==> config.mk <==
export PLATFORM = sky130hd
export DESIGN_NAME = keypad_scan
export DESIGN_NICKNAME = d
export VERILOG_FILES = /design/src/rtl/keypad_scan.sv
export SDC_FILE = /design/constraint.sdc
export NUM_CORES = 1
export LEC_CHECK = 0
export ABC_CLOCK_PERIOD_IN_PS = 3650
export BUFFER_PORTS_ARGS = -buffer_cell sky130_fd_sc_hd__clkbuf_2
export CORE_MARGIN = 2
export CORE_UTILIZATION = 59
export DETAILED_ROUTE_END_ITERATION = 8
export MAX_ROUTING_LAYER = met4
export PLACE_DENSITY = 0.75
export SETUP_SLACK_MARGIN = 0.05
export SLEW_MARGIN = 20
export SYNTH_ARGS = -nofsm -noshare
export SYNTH_HDL_FRONTEND = slang
export SYNTH_SLANG_ARGS = --single-unit
export TNS_END_PERCENT = 20
==> constraint.sdc <==
create_clock -name clk -period 3.65 [get_ports clk]
set_clock_uncertainty 0.1 [all_clocks]
set_input_delay 1.095 -clock clk [delete_from_list [all_inputs] [get_ports clk]]
set_output_delay 1.095 -clock clk [all_outputs]
set_load 0.02 [all_outputs]
==> src/rtl/keypad_scan.sv <==
// 4x4 active-low matrix keypad scanner with debounce and one-cycle key pulse.
// Optional auto-repeat while held: define KEYPAD_REPEAT_EN.
module keypad_scan #(
  parameter int SCAN_DIV         = 50000,
  parameter int DEBOUNCE_SAMPLES = 10,
  parameter int REPEAT_DELAY     = 50,
  parameter int REPEAT_RATE      = 10
) (
  input  logic       clk,
  input  logic       rst,
  input  logic [3:0] row,
  output logic [3:0] col,
  output logic       keyboard_en,
  output logic [3:0] keyboard_num,
  output logic       key_held
);

  typedef enum logic [1:0] {
    SCAN, DEB_PRESS, HELD, DEB_REL
  } state_t;

  localparam int DW = $clog2(SCAN_DIV + 1);
  localparam int CW = $clog2(DEBOUNCE_SAMPLES + 1);
  localparam logic [DW-1:0] DIV_LAST = DW'(SCAN_DIV - 1);
  localparam logic [CW-1:0] DEB_N = CW'(DEBOUNCE_SAMPLES);

  if (SCAN_DIV < 1 || DEBOUNCE_SAMPLES < 1 ||
      REPEAT_DELAY < 1 || REPEAT_RATE < 1) begin : g_bad_param
    $error("keypad_scan: parameters must be >= 1");
  end

  logic [3:0]    row_s1, row_s2;
  logic [DW-1:0] div_cnt;
  state_t        state, state_d;
  logic [1:0]    col_idx, col_idx_d;
  logic [1:0]    r_idx, r_idx_d;
  logic [1:0]    c_idx, c_idx_d;
  logic [CW-1:0] cnt, cnt_d;
  logic          en_q, en_d;
  logic [3:0]    num_q, num_d;
  logic          held_q, held_d;
  logic [1:0]    low_idx;
  logic          sample;

`ifdef KEYPAD_REPEAT_EN
  localparam int RMAX =
    (REPEAT_DELAY > REPEAT_RATE) ? REPEAT_DELAY : REPEAT_RATE;
  localparam int RW = $clog2(RMAX + 1);
  logic [RW-1:0] rpt_cnt, rpt_cnt_d;
  logic          rpt_first, rpt_first_d;
`endif

  assign sample = (div_cnt == DIV_LAST);

  // Lowest active row wins when several rows are low together.
  always_comb begin
    low_idx = 2'd0;
    priority case (1'b1)
      !row_s2[0]: low_idx = 2'd0;
      !row_s2[1]: low_idx = 2'd1;
      !row_s2[2]: low_idx = 2'd2;
      !row_s2[3]: low_idx = 2'd3;
      default:    low_idx = 2'd0;
    endcase
  end

  always_ff @(posedge clk) begin
    if (rst) begin
      row_s1  <= 4'hF;
      row_s2  <= 4'hF;
      div_cnt <= '0;
      state   <= SCAN;
      col_idx <= 2'd0;
      r_idx   <= 2'd0;
      c_idx   <= 2'd0;
      cnt     <= '0;
      en_q    <= 1'b0;
      num_q   <= 4'h0;
      held_q  <= 1'b0;
`ifdef KEYPAD_REPEAT_EN
      rpt_cnt   <= '0;
      rpt_first <= 1'b1;
`endif
    end else begin
      row_s1  <= row;
      row_s2  <= row_s1;
      div_cnt <= sample ? '0 : div_cnt + 1'b1;
      state   <= state_d;
      col_idx <= col_idx_d;
      r_idx   <= r_idx_d;
      c_idx   <= c_idx_d;
      cnt     <= cnt_d;
      en_q    <= en_d;
      num_q   <= num_d;
      held_q  <= held_d;
`ifdef KEYPAD_REPEAT_EN
      rpt_cnt   <= rpt_cnt_d;
      rpt_first <= rpt_first_d;
`endif
    end
  end

  always_comb begin
    state_d   = state;
    col_idx_d = col_idx;
    r_idx_d   = r_idx;
    c_idx_d   = c_idx;
    cnt_d     = cnt;
    en_d      = 1'b0;
    num_d     = num_q;
    held_d    = held_q;
`ifdef KEYPAD_REPEAT_EN
    rpt_cnt_d   = rpt_cnt;
    rpt_first_d = rpt_first;
`endif
    if (sample) begin
      unique case (state)
        SCAN: begin
          if (&row_s2) begin
            col_idx_d = col_idx + 2'd1;
          end else begin
            r_idx_d = low_idx;
            c_idx_d = col_idx;
            cnt_d   = CW'(1);
            state_d = DEB_PRESS;
          end
        end
        DEB_PRESS: begin
          if (!row_s2[r_idx]) begin
            cnt_d = cnt + 1'b1;
          end else begin
            cnt_d     = '0;
            col_idx_d = col_idx + 2'd1;
            state_d   = SCAN;
          end
        end
        HELD: begin
          if (row_s2[r_idx]) begin
            cnt_d   = CW'(1);
            state_d = DEB_REL;
          end else begin
`ifdef KEYPAD_REPEAT_EN
            rpt_cnt_d = rpt_cnt + 1'b1;
            if (rpt_cnt_d == (rpt_first ? RW'(REPEAT_DELAY)
                                        : RW'(REPEAT_RATE))) begin
              en_d        = 1'b1;
              rpt_cnt_d   = '0;
              rpt_first_d = 1'b0;
            end
`endif
          end
        end
        DEB_REL: begin
          if (row_s2[r_idx]) begin
            cnt_d = cnt + 1'b1;
          end else begin
            state_d = HELD;
          end
        end
        default: state_d = SCAN;
      endcase
      // Press/release acceptance also covers DEBOUNCE_SAMPLES==1.
      if (state_d == DEB_PRESS && cnt_d == DEB_N) begin
        en_d    = 1'b1;
        num_d   = {r_idx_d, c_idx_d};
        held_d  = 1'b1;
        state_d = HELD;
`ifdef KEYPAD_REPEAT_EN
        rpt_cnt_d   = '0;
        rpt_first_d = 1'b1;
`endif
      end else if (state_d == DEB_REL && cnt_d == DEB_N) begin
        held_d    = 1'b0;
        cnt_d     = '0;
        col_idx_d = col_idx + 2'd1;
        state_d   = SCAN;
`ifdef KEYPAD_REPEAT_EN
        rpt_cnt_d   = '0;
        rpt_first_d = 1'b1;
`endif
      end
    end
  end

  always_comb begin
    col          = ~(4'b0001 << col_idx);
    keyboard_en  = en_q;
    keyboard_num = num_q;
    key_held     = held_q;
  end

endmodule
---- Word-level counts from Yosys, hierarchy flattened ----
Index checks and enable logic that the tools add are counted.
Widths: inputs -> output; s select.
storage, ports and cells
  register bits ........................... 42
  bits of input ports ..................... 6
  output and inout bits ................... 10
  logic and storage cells ................. 68
cells by class
  $add $sub $neg .......................... 3
  $lt $le $gt $ge ......................... 1
  equality and inequality tests ........... 7
  shift-type cells ........................ 1
  multiplexer cells ....................... 34
  bitwise gates (word level) .............. 2
  reductions and logical operators ........ 9
operator list
  kind                   count
  $mux 2                 19
  $mux 4                 7
  $add 16x1->16 const B  1
  $eq 16x16->1 const B   1
  $pmux 4 s4             1
  $pmux 2 s4             1
  $eq 2x2->1 const B     3
  $add 4x1->4 const B    1
  $eq 2x1->1 const B     2
  $eq 4x4->1 const B     1
  $mux 1                 4
  $not 4->4              1
  $pmux 2 s2             1
  $reduce_and 2->1       2
  $reduce_and 4->1       1
  $reduce_or 2->1        2
  $shl 1x2->4 const A    1
  $lt 2x3->1 const B     1
  $add 2x1->2 const B    1
  $bmux 1 s2             1
  $logic_and 1x1->1      2
  $logic_not 2->1        1
  $reduce_bool 2->1      1
  $not 1->1              1

---- Depth between registers and ports, before layout ----
Gate-level depths: netlist (run 1).
  depth in word-level cells ............... 9
  depth in mapped cells ................... 13
  depth with buffers taken out ............ 10

---- Worst setup path after synthesis (run 1) ----
No wires, ideal clock.
  path type ............................... reg-to-reg
  start point ............................. reg r_idx[0]
  end point ............................... reg held_q, in the netlist key_held
  library setup time ...................... 0.075 ns
  arrival time ............................ 2.357 ns
  required time ........................... 3.475 ns
  path slack .............................. 1.118 ns
  stages on the path, launching flop included .. 13
  path buffers ............................ 3
  period minus slack after synthesis ...... 2.532 ns
  cells stage by stage .................... dfxtp_1 > buf_6 > mux4_2 > buf_2 > inv_1 > ha_1 > a21oi_1 > a221oi_1 > a21oi_2 > o21ai_2 > buf_6 > o41a_1 > o22ai_1
on the way
  cells in the longest elaborated chain, start to end .. 9
  elaborated cells on any way between the ends .. 20
  those cells by class .................... eq/ne: 3; mux: 13; reduce/logical: 4
RTL lines
  item                                         RTL line       source
  start, declared                              36             logic [1:0] r_idx, r_idx_d;
  start signal, assigned                       90             r_idx <= r_idx_d;
  $bmux 1 s2 *                                 129, 138, 154
  $mux 1 (implied by the code) *               129, 138, 154
  $mux 4 (tied with other cells)               154            if (row_s2[r_idx]) begin
  $pmux 4 s4 or $pmux 2 s4 (tied branches)     117            unique case (state)
  $mux 4 or $mux 2 (tied branches)             116            if (sample) begin
  $eq 4x4->1 (tied with other cells)           163, 172
  $logic_and 1x1->1, on equally long branches  163, 172
  $reduce_bool 2->1 (no line)                  n/a
  $reduce_and 2->1 (no line)                   n/a
  end signal, assigned                         95             held_q <= held_d;
  end, declared                                41             logic held_q, held_d;
Every way passes the cells marked *; elsewhere a longest branch is shown, timed or not. The select of a mux whose other input is x is not followed.
A chain may end at the register's enable or synchronous reset.

---- Final worst setup path (run 1) ----
  start point ............................. reg r_idx[0]
  end point ............................... reg col_idx[1]
on the way
  cells in the longest elaborated chain, start to end .. 9
  elaborated cells on any way between the ends .. 21
  those cells by class .................... eq/ne: 3; mux: 16; reduce/logical: 2
RTL lines
  item                                      RTL line       source
  $bmux 1 s2 *                              129, 138, 154
  $mux 1 (implied by the code) *            129, 138, 154
  $mux 4 (tied with other cells)            154
  $pmux 4 s4 or $pmux 2 s4 (tied branches)  117
  $mux 4 or $mux 2 (tied branches)          116
  $eq 4x4->1 or $eq 2x2->1 (tied branches)  163, 172
  $logic_and 1x1->1                         172            end else if (state_d == DEB_REL && cnt_d == DEB_N) begin
  $mux 2                                    172
  $mux 2 *                                  163            if (state_d == DEB_PRESS && cnt_d == DEB_N) begin
  end signal, assigned                      89             col_idx <= col_idx_d;
  end, declared                             35             logic [1:0] col_idx, col_idx_d;
Marks and branches as above.

==> key figures, run 1 <==
Yosys
  • Count leader, synth: dfxtp_1
  • Top cells by area, synth: dfxtp_1 (40%), nor2_1 (5.6%), nand2_1 (5.2%)
  • Synth Cell Area: 2090 µm²
  • Seq cells post-synth: 42
  • Yosys warning total: 0
  • Syn Inst Count: 250
  • Synth Area per Inst: 8.37 µm²
  • Top cell type's share of synthesized area: 40.2%
  • Async S/R FF share, synth: 0%
  • Sequential share of the synthesized area: 40.2%
  • Largest area contributor in the netlist: dfxtp_1
  • Synth unique cells: 46
  • EDFF count, synth: 0
  • List of most frequent post-synthesis cells: dfxtp_1 (42), nor2_1 (31), nand2_1 (29)
  • Syn Nets: 264
  • Synth Flop Type: dfxtp_1

Floorplanning
  • Die H: 63.5 µm
  • Initial Util: 62.2%
  • Die area: 4040 µm²
  • Core Footprint: 3360 µm²
  • Row count: 21
  • Horiz. Die Dim: 63.5 µm
  • Num ports: 16

CTS
  • Clock transition at the registers of the reported paths: 0.13 ns
  • Num Clock Sinks: 42
  • CTS resizes: 0
  • Clk_lat worst skew: 0.35 ns
  • Clock buffer depth: 2
  • Root buf cell: clkbuf_4
  • TritonCTS clock tree: built
  • Htree depth: 2
  • Number of buffers created by CTS: 5
  • Setup Buffers After CTS: 0
  • # hold bufs at CTS: 0

Timing
  • Crit share post-route: 74.7%
  • Fmax: 367 MHz
  • Worst slew margin: 66.3%
  • Slew Viols, Final: 0
  • RSZ-0062 raised after global routing: no
  • Final setup viols: 0
  • Fin. Hold Viols: 0
  • Total negative setup slack: 0 ns
  • Hold_ws: 0.322 ns
  • Tmin final: 2.73 ns
  • Slew at the pin closest to its max-slew limit: 0.506 ns
  • Worst setup margin: 0.922 ns

Routing
  • Final Routed Wirelength: 3990 µm
  • 1st-pass router iterations: 4
  • Post-route DRC: 0
  • Antenna-violating nets left: 0
  • Iter 0 DRT Violations: 95
  • Via density: 5.49
  • Vias: 1697
  • Wire per inst: 12.9 µm

Place
  • Placed Area: 2170 µm²
  • Dpl ws: 0.955 ns
  • Hpwl dp: 2770 µm
  • RePlAce Congestion: 0.882
  • PortBufs: 15

GRT
  • Largest net degree at the start of global routing: 28
  • Vias in the first global route: 1503
  • Gr usage total: 21.6%
  • Initial antenna violation count: 0
  • Global-route wire length before repair: 6770 µm
  • Gr ovfl total: 0

Cells and area
  • Antenna cells: 0
  • Cell area after layout: 2250 µm²
  • Synthesis-to-finish area growth: 7.72%
  • Share of cells above drive strength 1: 16.0%
  • Final net count: 276

Pwr
  • Final total power: 819 µW
  • PD cells: 363 nW/µm²
  • P_leak: 0.000883 µW
  • IR drop worst, VDD: 361 µV

Run status
  • Outcome: completed

Hold path
  • Worst min path class: register to register
  • Worst Min Path Start: row_s1[0]

Worst setup path
  • WS Path Type: register to register
  • Worst-path cell chain: mux4_2 > inv_1 > ha_1 > a21oi_1 > a221oi_1 > a21oi_2 > o21ai_2 > or3_1 > a31oi_1
  • Crit Reg-Reg Startpoint: r_idx[0]
  • Worst Setup Start Kind: register
  • Worst Setup SP: r_idx[0]
  • Maximum single-stage delay on the critical path: 0.66 ns
  • Endpoint class of the critical path: register
  • Max stage delay cell, worst path: mux4_2
  • Crit Path Max Fanout: 11
  • Required time of the critical path: 3.84 ns
  • CP arrival: 2.92 ns

Job
  • Max-Cap Viols: 0
layer usage:
metal / global-route usage [%] / routed length (µm)
met1: 29.0 / 2020
met3: 5.36 / 170
met4: 5.71 / 31
met5: - / 0
met2: 32.6 / 1770
cell families (layout without fill, tap and decap cells):
group | count (synthesis) | after routing | share of synthesized area [%]
multiplexers | 7 | 7 | 3.95
XOR/XNOR | 12 | 12 | 5.02
AO/OA/AOI/OAI | 52 | 52 | 16.2
flip-flops | 42 | 42 | 40.2
adder cells (fa/ha/maj) | 8 | 8 | 4.78
AND/OR/NAND/NOR | 103 | 103 | 24.4
buffers and inverters | 26 | 39 | 5.44
report_power, final:
| group | internal, µW | total (µW) | switching [µW] |
|---|---|---|---|
| logic | 17.7 | 47.0 | 29.3 |
| clock network | 145 | 297 | 153 |
| registers | 467 | 474 | 7.21 |
| total | 630 | 819 | 189 |
flip-flops by register name, summed over array words and instances (netlist names):
| register | cells |
|---|---|
| state | 2 |
| cnt | 4 |
| row_s2 | 4 |
| r_idx | 2 |
| keyboard_num | 4 |
| key_held | 1 |
| c_idx | 2 |
| div_cnt | 16 |
| col_idx | 2 |
| keyboard_en | 1 |
| row_s1 | 4 |
cell usage in the layout, fill, tap and decap left out, drive strengths merged, types with 4 or more instances in the layout:
| master | count |
|---|---|
| clkbuf | 21 |
| and3 | 4 |
| nor2 | 31 |
| mux2i | 6 |
| or2 | 10 |
| o21ai | 15 |
| dfxtp | 42 |
| inv | 15 |
| xor2 | 9 |
| nand2 | 29 |
| nand3 | 5 |
| a21oi | 21 |
| ha | 8 |
| nand4 | 5 |
| or3 | 5 |
area by class of cell:
| class | instances | area (µm²) |
|---|---|---|
| clock buffer | 6 | 41.3 |
| clock inverter | 2 | 37.5 |
| fill | 317 | 1110 |
| inverter | 15 | 56.3 |
| multi-input combinational | 182 | 1140 |
| sequential | 42 | 841 |
| tap | 46 | 57.6 |
| timing repair buffer | 16 | 82.6 |
stage by stage:
stage,std cells,utilization [%]
2_1_floorplan,250,-
3_3_place_gp,301,64.7
3_5_place_dp,301,64.7
4_1_cts,309,67.0
5_1_grt,309,67.0
6_report,309,67.0
critical path, delay by kind of cell (launching register included):
kind / cells / cell delay, ns
buf+inv: 1 / 0.12
simple gates: 1 / 0.37
compound gates: 5 / 0.72
flops: 1 / 0.47
mux: 1 / 0.66
fa+ha+maj: 1 / 0.23
path summary, 6_finish.rpt:
path | slack (ns) | end | depth (start not counted)
max | 0.92 | col_idx[1] | 9
min | 0.32 | row_s2[0] | 1
max reg2reg | 0.92 | col_idx[1] | 9
min reg2reg | 0.32 | row_s2[0] | 1
No activity file was read; power rests on OpenSTA's default activity.
==> run 2: changes to the inputs <==
ABC_CLOCK_PERIOD_IN_PS = 2560   (was 3650)
clock period = 2.56 ns   (was 3.65 ns; I/O delays follow)
==> key figures, run 2 (synthesis gave the netlist of run 1 again) <==
Floorplanning
  • Die area: 4040 µm² (unchanged)
  • Row count: 21 (unchanged)
  • Die H: 63.5 µm (unchanged)
  • Core Footprint: 3360 µm² (unchanged)
  • Num ports: 16 (unchanged)
  • Horiz. Die Dim: 63.5 µm (unchanged)
  • Initial Util: 62.2% (unchanged)

CTS
  • Htree depth: 2 (unchanged)
  • Clock buffer depth: 2 (unchanged)
  • Num Clock Sinks: 42 (unchanged)
  • Clock transition at the registers of the reported paths: 0.13 ns (about the same)
  • TritonCTS clock tree: built (unchanged)
  • # hold bufs at CTS: 0 (unchanged)
  • Clk_lat worst skew: 0.36 ns (was 0.35 ns)
  • Root buf cell: clkbuf_4 (unchanged)
  • Number of buffers created by CTS: 5 (unchanged)

Hold path
  • Worst min path class: register to register (unchanged)
  • Hold Path Sink: row_s2[0] (unchanged)
  • Hold depth: 1 (unchanged)
  • Worst Min Path Start: row_s1[0] (unchanged)

GRT
  • Global-route wire length before repair: 7090 µm (was 6770 µm)
  • Vias in the first global route: 1654 (was 1503)
  • Largest net degree at the start of global routing: 27 (was 28)
  • Initial antenna violation count: 0 (unchanged)
  • Gr usage total: 23.0% (was 21.6%)
  • Gr ovfl total: 0 (unchanged)

Pwr
  • IR drop worst, VDD: 491 µV (was 361 µV)
  • P_leak: 0.000921 µW (was 0.000883 µW)
  • Final total power: 1170 µW (was 819 µW)
  • PD cells: 495 nW/µm² (was 363 nW/µm²)

Worst setup path
  • R2R depth: 7 (was 9)
  • Crit Path Max Fanout: 11 (unchanged)
  • Endpoint class of the critical path: register (unchanged)
  • WS Path Type: register to register (unchanged)
  • Reg2reg setup slack: 0.09 ns (was 0.92 ns)
  • CP arrival: 2.67 ns (was 2.92 ns)
  • Worst Setup Start Kind: register (unchanged)
  • Crit Reg-Reg Startpoint: r_idx[0] (unchanged)
  • Reg2Reg Capture Point: col_idx[1] (unchanged)
  • Required time of the critical path: 2.76 ns (was 3.84 ns)

Routing
  • Final Routed Wirelength: 4100 µm (was 3990 µm)
  • Vias: 1757 (was 1697)
  • Antenna-violating nets left: 0 (unchanged)
  • Iter 0 DRT Violations: 147 (was 95)
  • 1st-pass router iterations: 4 (unchanged)
  • Via density: 5.54 (was 5.49)
  • Post-route DRC: 0 (unchanged)
  • Wire per inst: 12.9 µm (about the same)

Place
  • Hpwl dp: 2790 µm (was 2770 µm)
  • Dpl ws: 0.0209 ns (was 0.955 ns)
  • Placed cell count: 307 (was 301)
  • RePlAce Congestion: 0.889 (was 0.882)
  • PortBufs: 15 (unchanged)

Cells and area
  • Top reg by flops: div_cnt (unchanged)
  • Antenna cells: 0 (unchanged)
  • Synthesis-to-finish area growth: 13.3% (was 7.72%)
  • Share of cells above drive strength 1: 20.7% (was 16.0%)
  • Non-filler instance count after layout: 317 (was 309)
  • Commonest non-fill, non-tap cell in the layout: dfxtp_1 (unchanged)
  • Final net count: 284 (was 276)
  • Layout fillers: 298 (was 317)
  • Most frequent cells in the layout: dfxtp_1 (41), nor2_1 (30), nand2_1 (29) (was dfxtp_1 (42), nor2_1 (31), nand2_1 (29))
  • Max FFs per register: 16 (unchanged)

Timing
  • Fin. Hold Viols: 0 (unchanged)
  • Worst slew margin: 69.2% (was 66.3%)
  • Slew Viols, Final: 0 (unchanged)
  • Fmax: 405 MHz (was 367 MHz)
  • RSZ-0062 raised after global routing: yes (was no)
  • Crit share post-route: 96.4% (was 74.7%)
  • Slew at the pin closest to its max-slew limit: 0.457 ns (was 0.506 ns)
  • Tmin final: 2.47 ns (was 2.73 ns)
  • Final setup viols: 0 (unchanged)
  • Worst setup margin: 0.0932 ns (was 0.922 ns)

Job
  • Max-Cap Viols: 0 (unchanged)

Run status
  • Outcome: completed (unchanged)
[run 2: cell count changes in the layout (fill, tap and decap cells not counted), sizes merged]
| cell | delta |
|---|---|
| buf | +8 |
[run 2: layer usage]
layer | vias to the layer above | GRT usage (%) | share of wire, %
li1 | 904 | - | -
met1 | 807 | 27.8 | 47
met2 | 40 | 35.7 | 46
met3 | 6 | 5.89 | 4.7
met4 | 0 | 10.9 | 1.8
met5 | - | - | 0
[run 2: report_power, final]
part           internal (µW)  leakage [µW]  switching (µW)
clock                    206     0.0000385             216
sequential               666      0.000341            9.65
combinational           31.0      0.000541            45.9
[run 2: how the worst max path moves through the flow]
stage | slack (ns) | cells after the start | start | end
after floorplan | 0.05 | 12 | r_idx[0] | key_held
after global placement | 0.07 | 7 | r_idx[0] | col_idx[1]
after detailed placement | 0.02 | 9 | r_idx[0] | col_idx[1]
after CTS | 0.02 | 9 | r_idx[0] | col_idx[1]
after global routing | -0.007 | 11 | r_idx[0] | keyboard_num[0]
final | 0.09 | 7 | r_idx[0] | col_idx[1]
[run 2: what timing repair did]
| item | CTS | global route |
|---|---|---|
| setup endpoints to repair | 5 | 10 |
| pin swaps | 0 | 3 |
| buffers inserted | 1 | 1 |
| resized for setup | 0 | 10 |
[run 2: through the flow]
step                hold slack (ns)  setup TNS [ns]  utilization (%)  instance area [µm²]
floorplan                     0.289               0                -                 2100
global placement              0.292               0             66.0                 2220
detailed placement            0.294               0             66.0                 2220
CTS                           0.324               0             68.6                 2310
global route                  0.344        -0.00661             70.5                 2370
finish                        0.322               0             70.5                 2370
[run 2: cell type report]
class	count	area (µm²)	area share [%]
Multi-Input combinational cell	182	1190	50.2
Inverter	15	56.3	2.38
Tap cell	46	57.6	2.43
Timing Repair Buffer	24	146	6.18
Clock inverter	2	37.5	1.58
Sequential cell	42	842	35.5
Clock buffer	6	41.3	1.74
[run 2: worst max-delay path, stage by stage, from the launching register on]
cell      delay, ns
dfxtp_2        0.36
mux4_2         0.58
o22ai_2        0.28
o311ai_1       0.16
a21oi_2        0.29
o21ai_4        0.14
or3_1          0.37
a31oi_1        0.13
